`src/rtl/ram_arbiter_pkg.sv`:
```
// Shared definitions for the RAM port arbiter: requester slot state
// encoding, requester indices and the default RAM address width.
package ram_arbiter_pkg;

    localparam int AW_DEFAULT = 14;
    localparam int DW         = 8;

    localparam int REQ_VID = 0;
    localparam int REQ_CPU = 1;
    localparam int NUM_REQ = 2;

    typedef enum logic [1:0] {
        SLOT_IDLE   = 2'd0,
        SLOT_ISSUED = 2'd1,
        SLOT_ACK    = 2'd2
    } slot_state_t;

endpackage

```
`src/rtl/ram_arbiter_if.sv`:
```
// Bundle of the video request, CPU request and RAM port signals.
// The arbiter uses the slave view; the surrounding blocks (or a bench)
// use the master view.
interface ram_arbiter_if #(
    parameter int AW = 14
);
    // video requester
    logic          vreq;
    logic [AW-1:0] va;
    logic          vack;
    logic [7:0]    vq;

    // CPU requester
    logic          creq;
    logic          cwe;
    logic [AW-1:0] ca;
    logic [7:0]    cd;
    logic          cack;
    logic [7:0]    cq;
    logic          contend;

    // RAM port
    logic          ram_ce;
    logic          ram_we;
    logic [AW-1:0] ram_a;
    logic [7:0]    ram_d;
    logic [7:0]    ram_q;

    modport slave (
        input  vreq, va, creq, cwe, ca, cd, ram_q,
        output vack, vq, cack, cq, contend,
        output ram_ce, ram_we, ram_a, ram_d
    );

    modport master (
        output vreq, va, creq, cwe, ca, cd, ram_q,
        input  vack, vq, cack, cq, contend,
        input  ram_ce, ram_we, ram_a, ram_d
    );

endinterface

```
`src/rtl/ram_req_slot.sv`:
```
// Per-requester tracking of one outstanding RAM access.
//
//   state       | meaning
//   ------------+-------------------------------------------------
//   SLOT_IDLE   | no access outstanding, may be granted
//   SLOT_ISSUED | strobe on the RAM port this cycle
//   SLOT_ACK    | ack high this cycle, read data valid on ram_q
//
// The slot steps IDLE -> ISSUED -> ACK -> IDLE on consecutive edges;
// only a grant moves it out of IDLE, the other steps are unconditional,
// so a request still held during ACK is never seen as a new one.
module ram_req_slot
    import ram_arbiter_pkg::*;
(
    input  logic clock,
    input  logic reset,
    input  logic grant,
    output logic eligible,
    output logic ack
);

    slot_state_t state;

    // Slot state machine with a registered ack pulse.
    always_ff @(posedge clock or negedge reset) begin
        if (!reset) begin
            state <= SLOT_IDLE;
            ack   <= 1'b0;
        end else begin
            ack <= (state == SLOT_ISSUED);
            case (state)
                SLOT_IDLE:   if (grant) state <= SLOT_ISSUED;
                SLOT_ISSUED: state <= SLOT_ACK;
                SLOT_ACK:    state <= SLOT_IDLE;
                default:     state <= SLOT_IDLE;
            endcase
        end
    end

    assign eligible = (state == SLOT_IDLE);

endmodule

```
`src/rtl/ram_arbiter.sv`:
```
// Shares one single-port synchronous RAM between the video fetcher
// (read-only, priority) and the CPU bus. Each requester gets a slot that
// tracks its outstanding access; this module picks the winner each edge,
// registers the RAM strobes/address/data and flags CPU requests that lost
// to video. Read data is a straight pass-through of ram_q gated by ack,
// which keeps the request inputs out of any combinational output path.
module ram_arbiter
    import ram_arbiter_pkg::*;
#(
    parameter int AW = AW_DEFAULT
)(
    input  logic          clock,
    input  logic          reset,
    ram_arbiter_if.slave  bus
);

    logic [NUM_REQ-1:0] grant;
    logic [NUM_REQ-1:0] eligible;
    logic [NUM_REQ-1:0] ack;

    logic               ce_q;
    logic               we_q;
    logic [AW-1:0]      a_q;
    logic [DW-1:0]      d_q;
    logic               contend_q;

    // Fixed priority: video first, CPU only when video does not take the port.
    always_comb begin
        grant = '0;
        if (bus.vreq && eligible[REQ_VID]) begin
            grant[REQ_VID] = 1'b1;
        end else if (bus.creq && eligible[REQ_CPU]) begin
            grant[REQ_CPU] = 1'b1;
        end
    end

    for (genvar i = 0; i < NUM_REQ; i++) begin : g_slot
        ram_req_slot u_slot (
            .clock    (clock),
            .reset    (reset),
            .grant    (grant[i]),
            .eligible (eligible[i]),
            .ack      (ack[i])
        );
    end

    // RAM port registers; address and write data hold when nothing is issued.
    always_ff @(posedge clock or negedge reset) begin
        if (!reset) begin
            ce_q      <= 1'b0;
            we_q      <= 1'b0;
            a_q       <= '0;
            d_q       <= '0;
            contend_q <= 1'b0;
        end else begin
            ce_q      <= |grant;
            we_q      <= grant[REQ_CPU] & bus.cwe;
            contend_q <= bus.creq & eligible[REQ_CPU] & grant[REQ_VID];
            if (grant[REQ_VID]) begin
                a_q <= bus.va;
                d_q <= '0;
            end else if (grant[REQ_CPU]) begin
                a_q <= bus.ca;
                d_q <= bus.cd;
            end
        end
    end

    assign bus.ram_ce  = ce_q;
    assign bus.ram_we  = we_q;
    assign bus.ram_a   = a_q;
    assign bus.ram_d   = d_q;
    assign bus.contend = contend_q;

    assign bus.vack = ack[REQ_VID];
    assign bus.cack = ack[REQ_CPU];
    assign bus.vq   = ack[REQ_VID] ? bus.ram_q : 8'h00;
    assign bus.cq   = ack[REQ_CPU] ? bus.ram_q : 8'h00;

endmodule

```
`src/flat_wrapper.sv`:
```
// flat-port wrapper written by rule: the top's interface ports become plain ports
module ram_arbiter_flat import ram_arbiter_pkg::*;
#(
    parameter int AW = AW_DEFAULT
)
  (clock, reset, bus_vreq, bus_va, bus_creq, bus_cwe, bus_ca, bus_cd, bus_ram_q, bus_vack, bus_vq, bus_cack, bus_cq, bus_contend, bus_ram_ce, bus_ram_we, bus_ram_a, bus_ram_d);
  ram_arbiter_if #(.AW(AW)) bus_i ();
  input  logic clock;
  input  logic reset;
  input wire logic [$bits(bus_i.vreq)-1:0] bus_vreq;
  input wire logic [$bits(bus_i.va)-1:0] bus_va;
  input wire logic [$bits(bus_i.creq)-1:0] bus_creq;
  input wire logic [$bits(bus_i.cwe)-1:0] bus_cwe;
  input wire logic [$bits(bus_i.ca)-1:0] bus_ca;
  input wire logic [$bits(bus_i.cd)-1:0] bus_cd;
  input wire logic [$bits(bus_i.ram_q)-1:0] bus_ram_q;
  output wire logic [$bits(bus_i.vack)-1:0] bus_vack;
  output wire logic [$bits(bus_i.vq)-1:0] bus_vq;
  output wire logic [$bits(bus_i.cack)-1:0] bus_cack;
  output wire logic [$bits(bus_i.cq)-1:0] bus_cq;
  output wire logic [$bits(bus_i.contend)-1:0] bus_contend;
  output wire logic [$bits(bus_i.ram_ce)-1:0] bus_ram_ce;
  output wire logic [$bits(bus_i.ram_we)-1:0] bus_ram_we;
  output wire logic [$bits(bus_i.ram_a)-1:0] bus_ram_a;
  output wire logic [$bits(bus_i.ram_d)-1:0] bus_ram_d;
  assign bus_i.vreq = bus_vreq;
  assign bus_i.va = bus_va;
  assign bus_i.creq = bus_creq;
  assign bus_i.cwe = bus_cwe;
  assign bus_i.ca = bus_ca;
  assign bus_i.cd = bus_cd;
  assign bus_i.ram_q = bus_ram_q;
  assign bus_vack = bus_i.vack;
  assign bus_vq = bus_i.vq;
  assign bus_cack = bus_i.cack;
  assign bus_cq = bus_i.cq;
  assign bus_contend = bus_i.contend;
  assign bus_ram_ce = bus_i.ram_ce;
  assign bus_ram_we = bus_i.ram_we;
  assign bus_ram_a = bus_i.ram_a;
  assign bus_ram_d = bus_i.ram_d;
  ram_arbiter #(.AW(AW)) u_core (.clock(clock), .reset(reset), .bus(bus_i));
endmodule
```
`config.mk`:
```
export PLATFORM = sky130hd
export DESIGN_NAME = ram_arbiter_flat
export DESIGN_NICKNAME = d
export VERILOG_FILES = /design/src/rtl/ram_arbiter_pkg.sv /design/src/rtl/ram_arbiter_if.sv /design/src/rtl/ram_req_slot.sv /design/src/rtl/ram_arbiter.sv /design/src/flat_wrapper.sv
export SDC_FILE = /design/constraint.sdc
export NUM_CORES = 1
export LEC_CHECK = 0
export ABC_CLOCK_PERIOD_IN_PS = 3280
export BUFFER_PORTS_ARGS = -buffer_cell sky130_fd_sc_hd__buf_2
export CORE_MARGIN = 2
export CORE_UTILIZATION = 44
export CTS_BUF_LIST = sky130_fd_sc_hd__clkbuf_16
export CTS_CLUSTER_DIAMETER = 40
export DETAILED_ROUTE_END_ITERATION = 10
export GPL_TIMING_DRIVEN = 1
export HOLD_SLACK_MARGIN = 0.02
export PLACE_DENSITY = 0.91
export SYNTH_ARGS = -nofsm -noshare
export SYNTH_HDL_FRONTEND = slang
export SYNTH_SLANG_ARGS = --single-unit
```
`constraint.sdc`:
```
create_clock -name clock -period 3.28 [get_ports clock]
set_input_delay 0.656 -clock clock [delete_from_list [all_inputs] [get_ports clock]]
set_output_delay 0.656 -clock clock [all_outputs]
set_load 0.005 [all_outputs]
```
Word level (Yosys, flattened, before mapping)
Cells that the tools add are included.
Widths: inputs -> output; s select.
{ "totals": {"regBits": 31, "out_inout_bits": 43, "elab_cells": 35} }
{ "op_classes": {"n_eq_ne": 4, "mux": 13, "bitwise_logic": 3, "reduce_logical": 6} }
{ "op_table": {"columns": ["op", "n"], "rows": [
  ["$mux 8", 4],
  ["$mux 14", 2],
  ["$pmux 2 s2", 2],
  ["$eq 2x1->1 const B", 2],
  ["$logic_not 2->1", 2],
  ["$mux 2", 2],
  ["$ne 2x2->1 const B", 2],
  ["$and 1x1->1", 3],
  ["$mux 1", 3],
  ["$logic_and 1x1->1", 2],
  ["$reduce_bool 2->1", 1],
  ["$reduce_or 2->1", 1]
]} }

Logic depth before layout (Yosys ltp)
Gate-level depths: netlist (run 1).
{ "depth": {"depth_word": 6, "ltp_mapped": 6} }

Cells and area by module
From an unflattened synthesis (run 1), not the netlist that was laid out.
{ "hier_totals": {"hier_cells": 156, "hier_area_um2": 1685.4} }
{ "modules_own_cells": {"columns": ["module", "instances", "cells_per_inst", "area_per_inst_um2"], "rows": [
  ["ram_arbiter", 1, 142, 1477.7],
  ["ram_req_slot", 2, 7, 103.8]
]} }

Least setup slack after synthesis (run 1)
No wires, ideal clock.
{ "synth_timing": {"path_type": "input -> register", "start": "input port bus_creq", "end": "register u_core.a_q[0], in the netlist u_core.bus.ram_a[0]", "arrival_time_ps": 1383, "t_required_ps": 3156, "slack_ps": 1773, "path_stages": 5, "n_path_buf": 2, "path_cell_list": "or3b_1 > buf_2 > buf_6 > nand2_1 > a2bb2oi_1"} }
{ "synth_between": {"elab_chain_cells": 4} }
{ "synth_rtl": {"columns": ["element", "line_no", "source"], "rows": [
  ["from (decl)", "flat_wrapper.sv:12", "input wire logic [$bits(bus_i.creq)-1:0] bus_creq;"],
  ["$logic_and 1x1->1", "ram_arbiter.sv:32", "end else if (bus.creq && eligible[REQ_CPU]) begin"],
  ["$mux 1", "ram_arbiter.sv:32", null],
  ["$mux 1", "ram_arbiter.sv:30", "if (bus.vreq && eligible[REQ_VID]) begin"],
  ["$reduce_bool 2->1 (no line)", null, null],
  ["to (signal assigned)", "ram_arbiter.sv:60", "a_q <= bus.va;"],
  ["to (signal assigned)", "ram_arbiter.sv:63", "a_q <= bus.ca;"],
  ["to (decl)", "ram_arbiter.sv:23", "logic [AW-1:0] a_q;"]
]} }
Every way passes these cells.
A chain may end at the register's enable or synchronous reset.

Final worst setup path (run 1)
{ "layout_timing": {"start": "input port bus_vreq", "end": "register u_core.a_q[11], in the netlist u_core.bus.ram_a[11]"} }
{ "layout_between": {"elab_chain_cells": 3, "elab_cells_between_ends": 5} }
{ "layout_rtl": {"columns": ["element", "line_no", "source"], "rows": [
  ["from (decl)", "flat_wrapper.sv:10", "input wire logic [$bits(bus_i.vreq)-1:0] bus_vreq;"],
  ["$logic_and 1x1->1 *", "ram_arbiter.sv:30", null],
  ["$mux 1", "ram_arbiter.sv:30", null],
  ["$mux 14 / $reduce_bool 2->1 (equally long branches)", null, null]
]} }
Every way passes the cells marked *; elsewhere a longest branch is shown, timed or not.

==> impl_metrics.env, run 1 <==
export IMPL_synth_edff_count=0
export IMPL_worst_setup_path_start_kind="primary input"
export IMPL_slowest_delay_ns=0.44
export IMPL_grt_setup_unrepaired="false"
export IMPL_cts_sinks=31
export IMPL_crit_required_ns=3.44
export IMPL_cts_root_buf="clkbuf_16"
export IMPL_grt_max_degree=32
export IMPL_fp_dieW_um=59.6
export IMPL_diodes=0
export IMPL_syn_inst=134
export IMPL_grt_pass1_vias=1163
export IMPL_io_buffers=91
export IMPL_wl_per_cell_um=13.0
export IMPL_initialDrtViolationCount=31
export IMPL_path_max_fanout=24
export IMPL_fp_dieArea_sq_um=3550
export IMPL_fin_tns_setup_ns=0
export IMPL_final_fill_count=255
export IMPL_r2r_cells=5
export IMPL_hold_ws_ns=0.410
export IMPL_hold_viol_final=0
export IMPL_nNetsFinal=274
export IMPL_timing_final_crit_share_pct=51.6
export IMPL_synth_cell_area_sq_um=1360
export IMPL_synthToLayoutAreaGrowth_pct=43.0
export IMPL_avgSynthCellArea_sq_um=10.1
export IMPL_cts_tree="done"
export IMPL_status="finished, final reports clean"
export IMPL_gp_congestion=0.735
export IMPL_cp_cell_sequence="buf_2 > nand2_1 > inv_2 > a21oi_1 > a2bb2oi_1"
export IMPL_core_area_sq_um=3000
export IMPL_yosysTopAreaCellShare_pct=57.0
export IMPL_r2r_start="u_core.g_slot[0].u_slot.state[0]"
export IMPL_htreeDepth=2
export IMPL_drive_above_1_share_pct=44.2
export IMPL_worst_path_max_delay_cell="nand2_1"
export IMPL_total_leakage_power_uw=0.00108
export IMPL_crit_type="in2reg"
export IMPL_cp_top_family="buffers and inverters"
export IMPL_fp_row_count=20
export IMPL_fin_area_sq_um=1940
export IMPL_power_density_nw_per_um2=635
export IMPL_hold_path_class="in2async"
export IMPL_synth_distinct_cells=15
export IMPL_critPathLaunch="bus_vreq"
export IMPL_cp_arrival_ns=1.85
export IMPL_ios=92
export IMPL_cts_buffers=5
export IMPL_routed_via_density=5.08
export IMPL_maxCapViolations=0
export IMPL_maxSlewViolCount=0
export IMPL_skew_ns=0.00536
export IMPL_synth_area_leaders="dfrtp_1 57%, a2bb2oi_1 9.0%, nand2_1 8.8%, a21oi_1 8.1%, and2_1 7.8%"
export IMPL_grt_use_total_pct=21.0
export IMPL_relSlewSlack_pct=42.6
export IMPL_async_reset_ff_share_pct=100
export IMPL_ys_top_cells_by_count="32 x nand2_1, 31 x dfrtp_1, 22 x a21oi_1"
export IMPL_final_setup_viol_count=0
export IMPL_r2r_end="u_core.bus.ram_we"
export IMPL_yosys_area_top_type="dfrtp_1"
export IMPL_clkTransAtPathRegs_ns=0.05
export IMPL_vias=1317
export IMPL_tightest_slew_ns=0.861
export IMPL_drt_pass1_iterations=4
export IMPL_cp_num_buf_inv=2
export IMPL_end_kind="flop"
export IMPL_antenna_found_initial=0
export IMPL_clock_path_buffers=2
export IMPL_initial_utilization_pct=45.3
export IMPL_period_needed_ns=1.69
export IMPL_ant_nets=0
export IMPL_grt_ovfl_total=0
export IMPL_peakVddDrop_mv=0.373
export IMPL_post_cts_buffers=0
export IMPL_cts_repair_resized=0
export IMPL_ys_warnings_count=0
export IMPL_synth_seq_cells=31
export IMPL_place_area_sq_um=1810
export IMPL_grt_pass1_wl_mm=5.26
export IMPL_postCtsHoldBufs=0
export IMPL_max_freq_mhz=591
export IMPL_dp_hpwl_mm=2.45
export IMPL_reg2reg_setup_slack_ns=1.59
export IMPL_synth_main_ff_cell="dfrtp_1"
export IMPL_seq_area_frac_synth_pct=57.0
export IMPL_drc_errors=0
export IMPL_postLayoutCoreUtil_pct=64.8
export IMPL_clk_latency_ns=0.28
export IMPL_synth_nets=183
export IMPL_die_h_um=59.6
export IMPL_detail_route_wirelength_mm=3.36
export IMPL_synth_most_common_cell="nand2_1"
==> layout by cell type, fill, tap and decap left out, types with 2 or more instances in the layout <==
master,instances
a21oi_1,22
clkinv_1,2
nand2_1,32
nor2b_1,4
a2bb2oi_1,14
buf_2,91
dfrtp_1,31
nor2_1,2
and2_1,17
clkbuf_16,5
==> metrics by stage <==
step                      instances  setup WS [ns]  total power (uW)
after floorplan                 134           1.77               677
after detailed placement        251           1.29               822
after global routing            259           1.42              1310
after global placement          251           1.33               812
after CTS                       259           1.58              1250
final                           259           1.59              1240
==> how the worst max path moves through the flow <==
stage	cells after the start	slack, ns	to
final	5	1.59	u_core.bus.ram_a[11]
after detailed placement	5	1.29	u_core.bus.ram_a[11]
after global routing	5	1.42	u_core.bus.ram_a[11]
after CTS	5	1.58	u_core.bus.ram_we
after global placement	5	1.33	u_core.bus.ram_a[7]
after floorplan	5	1.77	u_core.bus.ram_a[0]
==> flip-flops by register name, summed over array words and instances (netlist names) <==
name,cells
u_core.g_slot.u_slot.state,4
u_core.bus.ram_we,1
u_core.bus.ram_ce,1
u_core.bus.ram_a,14
u_core.bus.ram_d,8
u_core.bus.contend,1
u_core.g_slot.u_slot.ack,2
==> kinds of logic (layout without fill, tap and decap cells) <==
family / after synthesis / after routing / share of synthesized area [%]
flip-flops: 31 / 31 / 57.0
buffers and inverters: 9 / 101 / 4.41
AND/OR/NAND/NOR: 58 / 58 / 21.4
AO/OA/AOI/OAI: 36 / 36 / 17.1
==> area by class of cell <==
class | count | area, sq um | area share, %
flip-flops and latches | 31 | 776 | 39.9
multi-input cells | 94 | 524 | 27.0
repair buffers | 92 | 463 | 23.8
clock buffers | 5 | 125 | 6.44
well taps | 33 | 41.3 | 2.12
clock inverters | 3 | 11.3 | 0.579
inverters | 1 | 3.75 | 0.193
==> worst reg2reg max path: cells and delay by family (launching register included) <==
family / cells / cell delay, ns
flops: 1 / 0.38
buf+inv: 1 / 0.50
simple gates: 4 / 0.69
==> report_power, final <==
group | internal [uW] | total [uW] | switching (uW)
Clock | 272 | 423 | 152
Combinational | 151 | 299 | 148
Sequential | 464 | 513 | 49.6
Total | 886 | 1240 | 349
==> routing by layer <==
metal  vias to the layer above  track usage (%)  part of all wire [%]
li1                        632                -                     -
met5                         -                0                     0
met1                       592             21.9                    37
met3                         8             7.42                    12
met4                         0             12.4                   2.5
met2                        85             36.1                    48
Note: power is estimated with default switching activity, not from simulation.
==> run 2: changes to the inputs <==
- ABC_CLOCK_PERIOD_IN_PS: 3280 -> 1410
- CORE_UTILIZATION: 44 -> 37
- PLACE_DENSITY: 0.91 -> 0.82
- clock period: 3.28 -> 1.41 ns (I/O delays scaled with it)
==> run 2 against run 1 <==
Against the previous run:
- total power increased to 2.5 times the previous value
- combinational power rose to 2.5 times the previous value
- design area increased by 6.1%
- critical endpoint is now u_core.bus.ram_d[5]
- sequential cell count stayed put
- utilization down 7.5 points
==> impl_metrics.env, run 2 (same netlist as run 1, synthesis figures left out) <==
export IMPL_cts_repair_resized=0
export IMPL_fin_tns_setup_ns=0
export IMPL_grt_max_degree=23
export IMPL_met3_usage_pct=5.03
export IMPL_cts_root_buf="clkbuf_16"
export IMPL_cts_sinks=31
export IMPL_skew_ns=0.00442
export IMPL_ios=92
export IMPL_initial_utilization_pct=37.7
export IMPL_status="finished, final reports clean"
export IMPL_power_density_nw_per_um2=1510
export IMPL_relSlewSlack_pct=79.3
export IMPL_period_needed_ns=1.28
export IMPL_slowest_delay_ns=0.40
export IMPL_core_area_sq_um=3610
export IMPL_path_depth=4
export IMPL_maxCapViolations=0
export IMPL_cp_arrival_ns=1.43
export IMPL_io_buffers=91
export IMPL_htreeDepth=2
export IMPL_detail_route_wirelength_mm=3.31
export IMPL_total_leakage_power_uw=0.00113
export IMPL_cp_endpoint="u_core.bus.ram_d[5]"
export IMPL_cp_num_buf_inv=1
export IMPL_peakVddDrop_mv=0.703
export IMPL_vias=1300
export IMPL_nNetsFinal=280
export IMPL_final_cell_mix="91 x buf_2, 32 x nand2_1, 31 x dfrtp_1"
export IMPL_drt_pass1_iterations=4
export IMPL_timing_final_crit_share_pct=90.7
export IMPL_clk_latency_ns=0.27
export IMPL_grt_util_met1_pct=21.8
export IMPL_final_setup_viol_count=0
export IMPL_tightest_slew_ns=0.310
export IMPL_hold_path_class="in2reg"
export IMPL_dp_hpwl_mm=2.49
export IMPL_maxSlewViolCount=0
export IMPL_die_h_um=64.6
export IMPL_r2r_cells=4
export IMPL_drive_above_1_share_pct=46.1
export IMPL_antenna_found_initial=0
export IMPL_gp_congestion=0.660
export IMPL_met2_usage_pct=28.0
export IMPL_worst_setup_path_start_kind="flop"
export IMPL_critPathLaunch="u_core.g_slot[1].u_slot.state[0]"
export IMPL_worst_path_max_delay_cell="dfrtp_1"
export IMPL_cp_top_family="simple AND/OR/NAND/NOR gates"
export IMPL_final_fill_count=342
export IMPL_grt_busiest_layer="met2"
export IMPL_setup_slack_ns=0.131
export IMPL_hold_ws_ns=0.224
export IMPL_path_max_fanout=18
export IMPL_cts_buffers=5
export IMPL_initialDrtViolationCount=74
export IMPL_drc_errors=0
export IMPL_diodes=0
export IMPL_post_cts_buffers=0
export IMPL_clock_path_buffers=2
export IMPL_reg2reg_setup_slack_ns=0.13
export IMPL_max_freq_mhz=782
export IMPL_ant_nets=0
export IMPL_grt_pass1_vias=1154
export IMPL_grt_use_total_pct=17.1
export IMPL_hold_viol_final=0
export IMPL_end_kind="flop"
export IMPL_grt_pass1_wl_mm=5.36
export IMPL_preCtsSetupSlack_ns=0.135
export IMPL_largest_register_ff_count=14
export IMPL_fp_dieW_um=64.6
export IMPL_cts_tree="done"
export IMPL_clkTransAtPathRegs_ns=0.05
export IMPL_grt_ovfl_total=0
export IMPL_grt_setup_unrepaired="false"
export IMPL_r2r_end="u_core.bus.ram_d[5]"
export IMPL_routed_via_density=4.64
export IMPL_cp_cell_sequence="or3b_1 > buf_4 > nand2_1 > a21oi_1"
export IMPL_wl_per_cell_um=11.8
export IMPL_hold_start="bus_cwe"
export IMPL_fp_row_count=22
export IMPL_layout_commonest_cell="buf_2"
export IMPL_postLayoutCoreUtil_pct=57.2
export IMPL_r2r_start="u_core.g_slot[1].u_slot.state[0]"
export IMPL_crit_type="reg2reg"
export IMPL_fp_dieArea_sq_um=4180
export IMPL_crit_required_ns=1.57
export IMPL_synthToLayoutAreaGrowth_pct=51.7
run 2: cell types whose count changed in the layout (fill, tap and decap cells not counted):
cell,before,now
inv_1,1,0
buf_12,0,2
buf_4,1,4
clkinv_2,0,1
bufinv_16,0,1
clkinv_1,2,1
dlygate4sd3_1,0,1
run 2: timing repair:
action                                 CTS  global route
endpoints found under the hold margin   13             0
hold buffers                             1             0
setup endpoints to repair                0             0
run 2: power breakdown:
group,switching (uW),total (uW),internal [uW]
combinational,360,752,392
clock,352,1170,821
sequential,106,1180,1080
run 2: worst min-delay path by stage:
| stage | to | slack [ns] | cells after the start |
|---|---|---|---|
| 2_1_floorplan | u_core.bus.contend | -0.01 | 0 |
| 3_3_place_gp | u_core.bus.ram_d[4] | 0.19 | 1 |
| 3_5_place_dp | u_core.bus.ram_d[4] | 0.20 | 1 |
| 4_1_cts | u_core.bus.ram_we | 0.22 | 2 |
| 5_1_grt | u_core.bus.ram_d[4] | 0.24 | 3 |
| 6_report | u_core.bus.ram_we | 0.22 | 2 |
run 2: final cells by class:
class / instances / area [sq um] / share of cell area (%)
inverters: 1 / 3.75 / 0.182
multi-input cells: 94 / 524 / 25.4
flip-flops and latches: 31 / 776 / 37.6
well taps: 48 / 60.1 / 2.91
clock buffers: 5 / 125 / 6.06
clock inverters: 3 / 38.8 / 1.88
repair buffers: 98 / 536 / 26.0
run 2: metrics by stage:
step	power, uW	std cells	cell area [sq um]
detailed placement	1960	271	1890
global placement	1940	271	1890
CTS	3160	280	2060
global route	3320	280	2060
floorplan	1570	134	1360
finish	3110	280	2060
run 2: layer usage:
metal  routed length [um]  part of all wire, %
met1                 1370                   41
met2                 1610                   49
met3                  291                  8.8
met4                   38                  1.1
met5                    0                    0
